===== src/rtl/pe_pkg.sv =====
// Shared definitions for the nucleotide PE scheduler: widths, nucleotide codes,
// matrix row offsets and the controller state encoding.
package pe_pkg;
  localparam int NUCL_PER_WORD = 16;
  localparam int ROW_W         = 40;
  localparam int P_W           = 160;
  localparam int LEN_W         = 16;
  localparam int IDX_W         = 4;
  localparam int WORD_W        = 2 * NUCL_PER_WORD;
  localparam int SEL_W         = ROW_W * NUCL_PER_WORD;

  typedef enum logic [1:0] {
    NUC_A = 2'b00,
    NUC_C = 2'b01,
    NUC_G = 2'b10,
    NUC_T = 2'b11
  } nucl_e;

  // Bit offsets of each probability row inside the 160-bit matrix
  localparam int ROW_OFF_A = 120;
  localparam int ROW_OFF_C = 80;
  localparam int ROW_OFF_G = 40;
  localparam int ROW_OFF_T = 0;

  typedef enum logic [1:0] {
    S_IDLE,
    S_FETCH,
    S_SETTLE,
    S_DRAIN
  } state_e;
endpackage


===== src/rtl/pe_row_mux.sv =====
// Picks one 40-bit lane out of the PE's 640-bit selection bus; an all-A word
// never reaches the PE, so bypass substitutes matrix row A directly.
module pe_row_mux
  import pe_pkg::*;
(
  input  logic [SEL_W-1:0] pe_sel,
  input  logic [ROW_W-1:0] row_a,
  input  logic [IDX_W-1:0] idx,
  input  logic             bypass,
  output logic [ROW_W-1:0] row
);
  logic [ROW_W-1:0] lanes [NUCL_PER_WORD];

  always_comb begin
    for (int i = 0; i < NUCL_PER_WORD; i++) begin
      lanes[i] = pe_sel[i*ROW_W +: ROW_W];
    end
    row = bypass ? row_a : lanes[idx];
  end
endmodule


===== src/rtl/pe_scheduler.sv =====
// Sequences the 16-lane nucleotide PE: loads a matrix, feeds alignment words,
// waits out the PE register stage and serialises the 16 selected rows.
module pe_scheduler
  import pe_pkg::*;
(
  input  logic               clk,
  input  logic               reset,
  input  logic               p_valid,
  output logic               p_ready,
  input  logic [P_W-1:0]     p_data,
  input  logic [LEN_W-1:0]   seq_len,
  output logic               p_err,
  input  logic               in_valid,
  output logic               in_ready,
  input  logic [WORD_W-1:0]  in_word,
  output logic [WORD_W-1:0]  pe_nucl_alig,
  output logic [P_W-1:0]     pe_matrix_P,
  output logic               pe_rst,
  input  logic [SEL_W-1:0]   pe_sel,
  output logic               out_valid,
  input  logic               out_ready,
  output logic [ROW_W-1:0]   out_row,
  output logic [1:0]         out_nucl,
  output logic [IDX_W-1:0]   out_idx,
  output logic               out_last,
  output logic               busy
);
  state_e              state_q, state_d;
  logic [LEN_W-1:0]    words_left_q, words_left_d;
  logic [IDX_W-1:0]    idx_q, idx_d;
  logic                bypass_q, bypass_d;
  logic [WORD_W-1:0]   word_q, word_d;
  logic [P_W-1:0]      mat_q, mat_d;
  logic                p_err_q, p_err_d;
  logic [ROW_W-1:0]    mux_row;
  logic [1:0]          codes [NUCL_PER_WORD];

  always_ff @(posedge clk or negedge reset) begin
    if (!reset) begin
      state_q      <= S_IDLE;
      words_left_q <= '0;
      idx_q        <= '0;
      bypass_q     <= 1'b0;
      word_q       <= '0;
      mat_q        <= '0;
      p_err_q      <= 1'b0;
    end else begin
      state_q      <= state_d;
      words_left_q <= words_left_d;
      idx_q        <= idx_d;
      bypass_q     <= bypass_d;
      word_q       <= word_d;
      mat_q        <= mat_d;
      p_err_q      <= p_err_d;
    end
  end

  always_comb begin
    state_d      = state_q;
    words_left_d = words_left_q;
    idx_d        = idx_q;
    bypass_d     = bypass_q;
    word_d       = word_q;
    mat_d        = mat_q;
    p_err_d      = 1'b0;
    p_ready      = 1'b0;
    in_ready     = 1'b0;
    out_valid    = 1'b0;
    out_last     = 1'b0;
    case (state_q)
      S_IDLE: begin
        p_ready = reset;
        if (p_valid) begin
          if ((p_data != '0) && (seq_len != '0)) begin
            mat_d        = p_data;
            words_left_d = seq_len;
            state_d      = S_FETCH;
          end else begin
            p_err_d = 1'b1;
          end
        end
      end
      S_FETCH: begin
        in_ready = 1'b1;
        if (in_valid) begin
          word_d   = in_word;
          bypass_d = (in_word == '0);
          state_d  = (in_word == '0) ? S_DRAIN : S_SETTLE;
        end
      end
      // PE registers the word during this single cycle
      S_SETTLE: state_d = S_DRAIN;
      S_DRAIN: begin
        out_valid = 1'b1;
        out_last  = (idx_q == 4'hF) && (words_left_q == LEN_W'(1));
        if (out_ready) begin
          idx_d = idx_q + 4'd1;
          if (idx_q == 4'hF) begin
            words_left_d = words_left_q - LEN_W'(1);
            state_d      = (words_left_q == LEN_W'(1)) ? S_IDLE : S_FETCH;
          end
        end
      end
      default: state_d = S_IDLE;
    endcase
  end

  always_comb begin
    for (int i = 0; i < NUCL_PER_WORD; i++) begin
      codes[i] = word_q[2*i +: 2];
    end
  end

  pe_row_mux u_row_mux (
    .pe_sel (pe_sel),
    .row_a  (mat_q[ROW_OFF_A +: ROW_W]),
    .idx    (idx_q),
    .bypass (bypass_q),
    .row    (mux_row)
  );

  // Row/nucleotide outputs read as zero whenever no beat is being offered
  assign out_row      = out_valid ? mux_row : '0;
  assign out_nucl     = out_valid ? codes[idx_q] : 2'b00;
  assign out_idx      = idx_q;
  assign p_err        = p_err_q;
  assign busy         = (state_q != S_IDLE);
  assign pe_nucl_alig = word_q;
  assign pe_matrix_P  = mat_q;
  assign pe_rst       = ~reset;
endmodule


===== config.mk =====
export PLATFORM = sky130hd
export DESIGN_NAME = pe_scheduler
export DESIGN_NICKNAME = d
export VERILOG_FILES = /design/src/rtl/pe_pkg.sv /design/src/rtl/pe_row_mux.sv /design/src/rtl/pe_scheduler.sv
export SDC_FILE = /design/constraint.sdc
export NUM_CORES = 1
export LEC_CHECK = 0
export CAP_MARGIN = 25
export CORE_AREA = 2 2 428 430
export DETAILED_ROUTE_END_ITERATION = 16
export DIE_AREA = 0 0 430 432
export PLACE_DENSITY_LB_ADDON = 0.08
export SYNTH_ARGS = -nofsm -noshare
export SYNTH_HDL_FRONTEND = slang
export SYNTH_SLANG_ARGS = --single-unit

===== constraint.sdc =====
create_clock -name clk -period 2.8 [get_ports clk]
set_clock_uncertainty 0.1 [all_clocks]
set_input_delay 0.56 -clock clk [delete_from_list [all_inputs] [get_ports clk]]
set_output_delay 0.56 -clock clk [all_outputs]
set_load 0.05 [all_outputs]

==> metrics <==
Data required, critical path 2140 ps; synth cell count leaders 216 x sky130_fd_sc_hd__dfrtp_1, 210 x sky130_fd_sc_hd__mux4_2, 194 x sky130_fd_sc_hd__mux2_2, 56 x sky130_fd_sc_hd__nor4_1, 44 x sky130_fd_sc_hd__clkbuf_1; fraction of power spent switching nets 0.479; CTS Hold Bufs 0; final hold violation count 2; RePlAce Congestion 0.862; depth of the CTS H-tree 2; number of buffers on the longest clock path 3; setup slack on the worst flop-to-flop path 40 ps; power share of the sequential group 0.163; global route total overflow 0; first-pass GRT wire length 175000 um; number of synthesized register bits 216; Primary FF master, synth sky130_fd_sc_hd__dfrtp_1; cell at the root of the clock tree sky130_fd_sc_hd__clkbuf_16; Boundary Pins 1098; fraction of post-synthesis cell area in the top cell type by area 0.368; drt initial violations 727; clock tree from TritonCTS built; async set-reset flop share out of synthesis 1.00; CP startpoint out_idx[0]; headroom to the max-slew limit 0.397; most instantiated library cell after synthesis sky130_fd_sc_hd__dfrtp_1; register clock-pin slew on the reported worst setup and hold paths 60 ps; max capacitance violation total 0; post-synthesis cell count 1004; die width 430 um; period utilization 1.34; Vias per Instance 3.37; Setup crit end kind output port; Routed Wire Length 134000 um; power per cell area 1140 mW/mm2; effective utilization at floorplan 0.0808; post-route DRC violation count 0; number of antenna violations at the first check in global routing 85; Post-synth EDFFs 0; buffers added on ports 1097; number of fill cells 19743; data arrival time at the worst-slack endpoint 3090 ps; cell types occupying the most area after synthesis sky130_fd_sc_hd__dfrtp_1 37%, sky130_fd_sc_hd__mux4_2 32%, sky130_fd_sc_hd__mux2_2 15%; footprint of the multi-input gates 0.00941 mm2; static leakage 12.4 nW; number of failing setup endpoints in the final timing report 43; post-synth design cell area 0.0147 mm2; number of buffers created by CTS 34; via count 15906; number of distinct library cells after synthesis 39; ANT nets after route 0; Register-to-Register Path Depth 10; startpoint of the worst-slack reg-to-reg timing path out_idx[0]; time the worst path needs with I/O delays and setup 3750 ps; end of the worst register-to-register path words_left_q[2]; violated checks negative hold slack, negative setup slack; largest fanout on the critical path 5; class of the worst hold path primary input to async pin; classification of the worst setup path register to output port; capture point of the worst path out_row[32]; Gate power share 0.719; share of final-layout standard cells stronger than drive strength 1 0.389; placeable core region 0.182 mm2; overall global routing resource usage 0.140; Avg Cell Area, Syn 14.6 um2; Reg area 0.00542 mm2; Fmax 267 MHz; setup slack after layout -950 ps; nature of the critical path startpoint register; Overall Power 0.0377 W; Rows 157; count of yosys warnings during synthesis 0; number of nets in the layout 3167; run status finished, violations left; Tightest Pin Transition 905 ps; clock share of power 0.118; number of global-route vias before repair 17930; Final Core Density 0.182; net count of the mapped netlist 1865; worst vdd ir 448 uV; average detailed-routed wire length per instance 28.4 um; setup repair after global routing missed its margin yes; internal power 0.0196 W; instance area after placement 0.0302 mm2; layout overhead on the synthesized area 125%; net switching power of the design 0.0181 W; half-perimeter wire length of the detailed placement result 115000 um; clk_lat worst skew 560 ps; vertical extent of the die 432 um; maximum number of pins on one net before global-route repair 119; area of the die 0.186 mm2; cell taking the most area after synthesis sky130_fd_sc_hd__dfrtp_1; sequential fraction of the synthesis area 0.368; final design area excluding fillers 0.0331 mm2; number of detailed-route iterations in the first pass 5; fin. max-slew vios 0; Hold Slack -1.51 ps; # clock sinks 216
-- layout by cell type (no fill, tap or decap), types with 8 or more instances in the layout --
master                              n
sky130_fd_sc_hd__buf_12            49
sky130_fd_sc_hd__buf_16            14
sky130_fd_sc_hd__buf_4            191
sky130_fd_sc_hd__buf_6             55
sky130_fd_sc_hd__buf_8             12
sky130_fd_sc_hd__clkbuf_16         40
sky130_fd_sc_hd__clkbuf_2          10
sky130_fd_sc_hd__clkbuf_8           8
sky130_fd_sc_hd__clkdlybuf4s50_1  935
sky130_fd_sc_hd__dfrtp_1          211
sky130_fd_sc_hd__diode_2           12
sky130_fd_sc_hd__dlygate4sd2_1     31
sky130_fd_sc_hd__dlymetal6s2s_1    41
sky130_fd_sc_hd__inv_1             23
sky130_fd_sc_hd__mux2_2           194
sky130_fd_sc_hd__mux2i_1           32
sky130_fd_sc_hd__mux2i_2            9
sky130_fd_sc_hd__mux4_2           210
sky130_fd_sc_hd__nand3_1           16
sky130_fd_sc_hd__nand4_1           17
sky130_fd_sc_hd__nor2_1            24
sky130_fd_sc_hd__nor2b_2           38
sky130_fd_sc_hd__nor4_1            23
sky130_fd_sc_hd__nor4_2            19
sky130_fd_sc_hd__nor4_4            14
sky130_fd_sc_hd__o22ai_1           11
-- layout make-up --
| cell class | count | share of cell area |
|---|---|---|
| clock buffers | 48 | 0.0298 |
| multi-input cells | 680 | 0.285 |
| well taps | 2385 | 0.0903 |
| repair buffers | 1351 | 0.424 |
| inverters | 23 | 0.00261 |
| diodes | 12 | 0.000908 |
| clock inverters | 11 | 0.00394 |
| flip-flops and latches | 216 | 0.164 |
-- worst max-delay path, stage by stage, from the launching register on --
cell                      delay (ps)
sky130_fd_sc_hd__dfrtp_4         520
sky130_fd_sc_hd__buf_16          160
sky130_fd_sc_hd__buf_16          160
sky130_fd_sc_hd__buf_12          150
sky130_fd_sc_hd__buf_16          140
sky130_fd_sc_hd__mux4_2          440
sky130_fd_sc_hd__mux4_2          530
sky130_fd_sc_hd__mux2i_1         180
sky130_fd_sc_hd__nor2b_2          70
sky130_fd_sc_hd__buf_6           150
-- per-stage QoR --
step / setup WS (ps) / hold slack (ps) / std cells / TNS (ps)
2_1_floorplan: -174 / 164 / 1004 / -6740
3_3_place_gp: -2190 / 389 / 4606 / -367840
3_5_place_dp: -1670 / 396 / 4609 / -269810
4_1_cts: -1060 / 19.5 / 4704 / -42440
5_1_grt: -1060 / 26.8 / 4714 / -43070
6_report: -950 / -1.51 / 4726 / -36870
-- timing repair --
item	in CTS	in global routing
resized for setup	217	108
cloned	9	6
endpoints found under the setup margin	223	217
setup buffers	28	9
pin swaps	29	31
-- layer usage --
layer,up-vias,track usage,share of wire
li1,6761,-,-
met1,8125,0.149,0.36
met2,774,0.266,0.54
met3,202,0.0502,0.083
met4,44,0.0175,0.017
met5,-,0,0.0021
-- kinds of logic after synthesis --
family	Yosys count	share of synthesized area
buffers and inverters	108	0.0310
adder cells (fa/ha/maj)	8	0.00682
multiplexers	446	0.500
XOR/XNOR	3	0.00179
AND/OR/NAND/NOR	183	0.0710
flip-flops	216	0.368
AO/OA/AOI/OAI	40	0.0212
-- power groups by stage --
stage | sequential [W] | combinational, W | clock (W)
after global placement | 0.00632 | 0.0250 | 0
after CTS | 0.00625 | 0.0272 | 0.00473
after detailed placement | 0.00633 | 0.0251 | 0
after global routing | 0.00642 | 0.0283 | 0.00481
after floorplan | 0.0108 | 0.0100 | 0
final | 0.00615 | 0.0271 | 0.00444
-- registers in the layout, summed over array words and instances (netlist names) --
name          cells
bypass_q          1
pe_nucl_alig     32
pe_matrix_P     160
words_left_q     16
state_q           2
p_err             1
out_idx           4
-- worst min path at each step --
stage,startpoint,end,cells after the start
floorplan,reset,bypass_q,0
global placement,pe_matrix_P[56],pe_matrix_P[56],1
detailed placement,pe_matrix_P[75],pe_matrix_P[75],1
CTS,reset,pe_matrix_P[28],2
global route,reset,pe_matrix_P[89],2
finish,reset,pe_matrix_P[30],2
Note: power is estimated with default switching activity, not from simulation.
